===== config.mk =====
export PLATFORM = sky130hd
export DESIGN_NAME = nonce_dispatch_scheduler
export DESIGN_NICKNAME = d
export VERILOG_FILES = /design/src/rtl/nonce_dispatch_scheduler.sv
export SDC_FILE = /design/constraint.sdc
export NUM_CORES = 1
export LEC_CHECK = 0
export ABC_AREA = 1
export BUFFER_PORTS_ARGS = -buffer_cell sky130_fd_sc_hd__buf_2
export CORE_MARGIN = 4
export CORE_UTILIZATION = 47
export CTS_CLUSTER_DIAMETER = 30
export DETAILED_ROUTE_END_ITERATION = 10
export PLACE_DENSITY_LB_ADDON = 0.25
export SETUP_SLACK_MARGIN = 0.3
export SKIP_CTS_REPAIR_TIMING = 1
export SLEW_MARGIN = 10
export SYNTH_ARGS = -nofsm -noshare
export SYNTH_HDL_FRONTEND = slang
export SYNTH_SLANG_ARGS = --single-unit

===== constraint.sdc =====
create_clock -name clock -period 1.8 [get_ports clock]
set_input_delay 0 -clock clock [delete_from_list [all_inputs] [get_ports clock]]
set_output_delay 0 -clock clock [all_outputs]
set_load 0.02 [all_outputs]

===== src/rtl/nonce_dispatch_scheduler.sv =====
// Nonce dispatcher: round-robin grants of a nonce range to NUM_CORES mining cores, first-hit capture.
// Optional NONCE_DISPATCH_STATS_EN adds a saturating 32-bit attempts counter output.
module nonce_dispatch_scheduler #(
    parameter int NUM_CORES = 4,
    parameter int IDX_W     = 2,
    parameter int NONCE_W   = 32
) (
    input  logic                         clock,
    input  logic                         reset,
    input  logic                         start,
    input  logic                         abort,
    input  logic [NONCE_W-1:0]           nonce_base,
    input  logic [NONCE_W-1:0]           nonce_limit,
    input  logic [NUM_CORES-1:0]         core_req,
    input  logic [NUM_CORES-1:0]         core_done,
    input  logic [NUM_CORES-1:0]         core_found,
    input  logic [NUM_CORES*NONCE_W-1:0] core_found_nonce,
    output logic [NUM_CORES-1:0]         core_gnt,
    output logic [NONCE_W-1:0]           grant_nonce,
    output logic [NUM_CORES-1:0]         found_ack,
    output logic                         busy,
    output logic                         done,
    output logic                         found,
    output logic [NONCE_W-1:0]           nonce_out,
    output logic [IDX_W-1:0]             found_core,
    output logic [2:0]                   state
`ifdef NONCE_DISPATCH_STATS_EN
    ,
    output logic [31:0]                  attempts
`endif
);

    localparam logic [2:0] S_IDLE      = 3'd0;
    localparam logic [2:0] S_RUN       = 3'd1;
    localparam logic [2:0] S_DRAIN     = 3'd2;
    localparam logic [2:0] S_FOUND     = 3'd3;
    localparam logic [2:0] S_EXHAUSTED = 3'd4;

    logic [2:0]           r_state;
    logic [2:0]           w_state_nxt;
    logic [NONCE_W-1:0]   r_next_nonce;
    logic [NONCE_W-1:0]   r_limit;
    logic [NUM_CORES-1:0] r_outstanding;
    logic [IDX_W-1:0]     r_rr_ptr;
    logic                 r_spent;

    logic [NUM_CORES-1:0] r_core_gnt;
    logic [NONCE_W-1:0]   r_grant_nonce;
    logic [NUM_CORES-1:0] r_found_ack;
    logic                 r_busy;
    logic                 r_done;
    logic                 r_found;
    logic [NONCE_W-1:0]   r_nonce_out;
    logic [IDX_W-1:0]     r_found_core;

    logic [NUM_CORES-1:0] w_eligible;
    logic                 w_gnt_any;
    logic [IDX_W-1:0]     w_gnt_idx;
    logic [NUM_CORES-1:0] w_gnt_vec;
    logic                 w_gnt_last;
    logic                 w_gnt_fire;
    logic                 w_hit_any;
    logic [IDX_W-1:0]     w_hit_idx;
    logic [NUM_CORES-1:0] w_hit_vec;
    logic                 w_hit_fire;
    logic                 w_start_ok;
    logic                 w_idle_like;
    logic                 w_busy_nxt;
    logic                 w_done_nxt;
    logic                 w_found_nxt;
    logic [NONCE_W-1:0]   w_found_nonce [NUM_CORES];

    function automatic logic [IDX_W-1:0] f_wrap(input int v);
        f_wrap = IDX_W'(v % NUM_CORES);
    endfunction

    for (genvar g = 0; g < NUM_CORES; g++) begin : g_unpack
        assign w_found_nonce[g] = core_found_nonce[g*NONCE_W +: NONCE_W];
    end

    assign w_eligible  = core_req & ~r_outstanding;
    assign w_gnt_vec   = {{(NUM_CORES-1){1'b0}}, 1'b1} << w_gnt_idx;
    assign w_hit_vec   = {{(NUM_CORES-1){1'b0}}, 1'b1} << w_hit_idx;
    assign w_hit_any   = |core_found;
    // Last grant of the range: either the programmed limit or the top of the nonce space.
    assign w_gnt_last  = (r_next_nonce == r_limit) || (r_next_nonce == {NONCE_W{1'b1}});
    assign w_idle_like = (r_state == S_IDLE) || (r_state == S_FOUND) || (r_state == S_EXHAUSTED);

    // Round-robin search beginning one past the last granted core.
    always_comb begin
        w_gnt_any = 1'b0;
        w_gnt_idx = '0;
        for (int k = 0; k < NUM_CORES; k++) begin
            if (!w_gnt_any && w_eligible[f_wrap(int'(r_rr_ptr) + k)]) begin
                w_gnt_any = 1'b1;
                w_gnt_idx = f_wrap(int'(r_rr_ptr) + k);
            end
        end
    end

    always_comb begin
        w_hit_idx = '0;
        for (int k = NUM_CORES - 1; k >= 0; k--) begin
            if (core_found[f_wrap(k)]) begin
                w_hit_idx = f_wrap(k);
            end
        end
    end

    always_ff @(posedge clock) begin
        if (!reset) begin
            r_state <= S_IDLE;
        end else begin
            r_state <= w_state_nxt;
        end
    end

    always_comb begin
        w_state_nxt = r_state;
        if (abort) begin
            w_state_nxt = S_IDLE;
        end else begin
            case (r_state)
                S_IDLE, S_FOUND, S_EXHAUSTED: begin
                    if (start) begin
                        w_state_nxt = (nonce_base > nonce_limit) ? S_EXHAUSTED : S_RUN;
                    end
                end
                S_RUN: begin
                    if (w_hit_any) begin
                        w_state_nxt = S_FOUND;
                    end else if (w_gnt_any && !r_spent && w_gnt_last) begin
                        w_state_nxt = S_DRAIN;
                    end
                end
                S_DRAIN: begin
                    if (w_hit_any) begin
                        w_state_nxt = S_FOUND;
                    end else if (r_outstanding == '0) begin
                        w_state_nxt = S_EXHAUSTED;
                    end
                end
                default: w_state_nxt = S_IDLE;
            endcase
        end
    end

    // A hit in the same cycle suppresses any grant; abort suppresses both.
    always_comb begin
        w_start_ok  = start && !abort && w_idle_like;
        w_hit_fire  = !abort && w_hit_any && ((r_state == S_RUN) || (r_state == S_DRAIN));
        w_gnt_fire  = !abort && (r_state == S_RUN) && !w_hit_any && !r_spent && w_gnt_any;
        w_busy_nxt  = (w_state_nxt == S_RUN) || (w_state_nxt == S_DRAIN);
        w_done_nxt  = (w_state_nxt == S_FOUND) || (w_state_nxt == S_EXHAUSTED);
        w_found_nxt = (w_state_nxt == S_FOUND);
    end

    always_ff @(posedge clock) begin
        if (!reset) begin
            r_next_nonce  <= '0;
            r_limit       <= '0;
            r_outstanding <= '0;
            r_rr_ptr      <= '0;
            r_spent       <= 1'b0;
            r_core_gnt    <= '0;
            r_grant_nonce <= '0;
            r_found_ack   <= '0;
            r_busy        <= 1'b0;
            r_done        <= 1'b0;
            r_found       <= 1'b0;
            r_nonce_out   <= '0;
            r_found_core  <= '0;
        end else begin
            r_core_gnt  <= w_gnt_fire ? w_gnt_vec : '0;
            r_found_ack <= w_hit_fire ? w_hit_vec : '0;
            r_busy      <= w_busy_nxt;
            r_done      <= w_done_nxt;
            r_found     <= w_found_nxt;

            if (w_gnt_fire) begin
                r_grant_nonce <= r_next_nonce;
                r_rr_ptr      <= f_wrap(int'(w_gnt_idx) + 1);
            end

            if (w_hit_fire) begin
                r_nonce_out  <= w_found_nonce[w_hit_idx];
                r_found_core <= w_hit_idx;
            end

            if (abort || w_start_ok || w_hit_fire) begin
                r_outstanding <= '0;
            end else begin
                r_outstanding <= (r_outstanding & ~core_done) | (w_gnt_fire ? w_gnt_vec : '0);
            end

            if (w_start_ok) begin
                r_next_nonce <= nonce_base;
                r_limit      <= nonce_limit;
                r_spent      <= 1'b0;
            end else if (abort) begin
                r_spent <= 1'b0;
            end else if (w_gnt_fire) begin
                if (w_gnt_last) begin
                    r_spent <= 1'b1;
                end
                // Hold at the top of the nonce space rather than wrapping to zero.
                if (r_next_nonce != {NONCE_W{1'b1}}) begin
                    r_next_nonce <= r_next_nonce + 1'b1;
                end
            end
        end
    end

`ifdef NONCE_DISPATCH_STATS_EN
    logic [31:0] r_attempts;
    logic [32:0] w_attempt_inc;
    logic [32:0] w_attempt_sum;

    assign w_attempt_inc = 33'($countones(core_done & r_outstanding)) + {32'd0, w_hit_fire};
    assign w_attempt_sum = {1'b0, r_attempts} + w_attempt_inc;

    always_ff @(posedge clock) begin
        if (!reset || w_start_ok) begin
            r_attempts <= '0;
        end else if (w_attempt_sum[32]) begin
            r_attempts <= 32'hFFFF_FFFF;
        end else begin
            r_attempts <= w_attempt_sum[31:0];
        end
    end

    assign attempts = r_attempts;
`endif

    assign core_gnt    = r_core_gnt;
    assign grant_nonce = r_grant_nonce;
    assign found_ack   = r_found_ack;
    assign busy        = r_busy;
    assign done        = r_done;
    assign found       = r_found;
    assign nonce_out   = r_nonce_out;
    assign found_core  = r_found_core;
    assign state       = r_state;

endmodule


==> out/results.ini <==
[floorplan]
start_util_pct = 48.4
rows = 49
pin_count = 288
coreArea_um2 = 18100
die_y_um = 145
die_w_um = 145
dieArea_um2 = 20900

[cells_and_area]
syn_to_final_growth_pct = 56.5
drive_gt1_share_pct = 36.3
fillers = 1292
antennaDiodeCount = 0
final_nets = 2025

[sta]
setup_viol = 80
worstMarginPinSlew_ns = 0.481
skew_ns = 0.00571
tns_ns = -10.84
rsz0062_at_grt = true
hold_slack_ns = -0.0563
period_minus_slack_ns = 2.24
fmax_mhz = 446
layout_setup_ws_ns = -0.444
relSlewSlack_pct = 67.9
slew_violations = 0
fin_crit_sh_pct = 125
hold_viol = 20

[drt]
wire_per_inst_um = 16.8
drt-initial-drc-count = 784
viasPerCell = 5.39
drcViolationCount = 0
drt-total-wl_mm = 34.0
ant_nets = 0
first_pass_iters = 7
vias = 10906

[run]
cap_violations = 0

[global_route]
antenna_found_initial = 0
grt_max_degree = 90
grt_pass1_vias = 9360
track_usage_pct = 26.4
grt-ovfl-total = 0
grt_pass1_wl_mm = 44.1

[yosys]
syn_nets = 1551
ys.flop_type = dfxtp_1
async_flop_share_pct = 0
synthCells = 1306
synth.distinct_cells = 40
synth.avg_cell_area_um2 = 6.72
synth-edff-count = 0
yosysSeqAreaShare_pct = 34.4
synth_area_um2 = 8780
synth_seq_cells = 151
synth_warnings = 0

[cts]
htree_levels = 4
numCtsBuffers = 17
clkLatencyLatePin_ns = 0.43
cts_sinks = 151
cts.clk_slew.worst_paths_ns = 0.07
cts_tree = yes
root_buffer = clkbuf_16
clk_path_buf_depth = 2

[power_and_ir_drop]
power_per_cell_area_nw_per_um2 = 703
seqPwrFrac_pct = 38.2
p_comb_share_pct = 25.5
power_frac_clock_pct = 36.3
leakage_uw = 0.00667
vdd_drop_max_v = 0.000668
p_int_uw = 6610
p_sw_uw = 3050
finalPower_uw = 9660
swShare_pct = 31.6

[hold_path]
hold_path.class = input pin to register

[placement]
gp_congestion = 0.942
io_buffers = 287
hpwl_mm = 22.3

[worst_setup_path]
end_kind = register
crit_type = register to register
cp.arrival_ns = 2.55
crit_path_max_fanout = 6
start_kind = register
worstPathRequired_ns = 2.10

[outcome]
failed_checks = negative hold slack, negative setup slack
status = finished, violations left

-- cell usage after synthesis (4+ instances only) --
master,instances,area share (%)
a21oi_1,93,5.3
a31oi_1,26,1.9
buf_2,7,0.40
buf_6,7,0.90
clkbuf_1,51,2.2
dfxtp_1,151,34
ha_1,37,5.3
inv_1,140,6.0
inv_2,6,0.26
nand2_1,190,8.1
nand3_1,32,1.8
nand3_2,7,0.80
nand4_1,18,1.3
nor2_1,208,8.9
nor2_2,4,0.29
nor3_1,14,0.80
o21ai_0,188,11
o21ai_1,16,0.91
o22ai_1,32,2.3
or2_2,5,0.36
xnor2_1,18,1.8
xor2_1,23,2.3
-- cell families after synthesis --
group / after synthesis / share of synthesized area (%)
XOR/XNOR: 42 / 4.28
flip-flops: 151 / 34.4
adder cells (fa/ha/maj): 37 / 5.27
AO/OA/AOI/OAI: 364 / 21.9
buffers and inverters: 218 / 10.0
AND/OR/NAND/NOR: 494 / 24.1
-- layer usage --
layer / up-vias / GRT usage (%) / part of all wire [%]
li1: 5270 / - / -
met1: 5034 / 29.8 / 38
met2: 502 / 49.3 / 52
met3: 100 / 3.91 / 6.5
met4: 0 / 11.4 / 4.0
met5: - / 0 / 0
-- state kept, by name, indices dropped and copies added, names as in the netlist --
signal,cells
found_core,2
core_gnt,4
r_next_nonce,32
grant_nonce,32
nonce_out,32
found_ack,4
state,3
r_rr_ptr,2
busy,1
r_limit,32
found,1
r_spent,1
done,1
r_outstanding,4
-- area by class of cell --
| cell class | count | area [um^2] | area share [%] |
|---|---|---|---|
| multi-input combinational | 937 | 5480 | 39.9 |
| timing repair buffer | 524 | 3760 | 27.4 |
| sequential | 151 | 3040 | 22.1 |
| inverter | 149 | 601 | 4.37 |
| clock buffer | 17 | 425 | 3.10 |
| tap | 229 | 287 | 2.09 |
| clock inverter | 15 | 145 | 1.06 |
-- through the flow --
stage / worst slack, ns / utilization, % / instances / area (um^2)
5_1_grt: -0.525 / 75.7 / 2022 / 13700
4_1_cts: -0.294 / 66.3 / 1926 / 12000
3_3_place_gp: -0.176 / 63.2 / 1894 / 11500
6_report: -0.444 / 75.7 / 2022 / 13700
2_1_floorplan: -0.122 / - / 1306 / 8990
3_5_place_dp: -0.269 / 63.2 / 1894 / 11500
-- power groups by stage --
stage | Clock (uW) | Sequential, uW | Combinational, uW
global route | 3690 | 3710 | 2670
global placement | 0 | 3730 | 1900
detailed placement | 0 | 3740 | 1940
finish | 3510 | 3690 | 2460
CTS | 3520 | 3660 | 1960
floorplan | 0 | 3800 | 1030
-- final timing paths --
path / from / end / slack (ns) / depth (start not counted)
worst min-delay path: core_found_nonce[115] / nonce_out[19]$_SDFFE_PN0P_ / -0.06 / 5
worst min register to register: r_limit[0]$_SDFFE_PN0P_ / r_limit[0]$_SDFFE_PN0P_ / 0.47 / 2
worst max register to register: r_rr_ptr[0]$_SDFFE_PN0P_ / core_gnt[2]$_SDFF_PN0_ / -0.44 / 15
worst max-delay path: r_rr_ptr[0]$_SDFFE_PN0P_ / core_gnt[2]$_SDFF_PN0_ / -0.44 / 15
-- worst max-delay path, cell delays in order (launching register included) --
cell and delay (ns):
dfxtp_4 0.43, inv_6 0.07, nand3_2 0.06, nand2_2 0.07, inv_2 0.07, nand2_2 0.07, nand2_2 0.09, nand4_1 0.11
nor2_1 0.14, a31oi_1 0.07, a31oi_1 0.33, inv_1 0.20, buf_6 0.16, ha_4 0.15, nand2_4 0.07, nor2_2 0.03
-- layout by cell type (no fill, tap or decap), types with 27 or more instances in the layout --
cell and count:
dlygate4sd3_1 63, o21ai_1 81, o21ai_2 27, a21oi_1 75, buf_4 133, inv_1 132
ha_1 32, o21ai_0 98, nor2_1 185, nand2_1 174, dfxtp_1 143, o22ai_1 32
buf_2 287
Power figures use the tool's default switching activity.
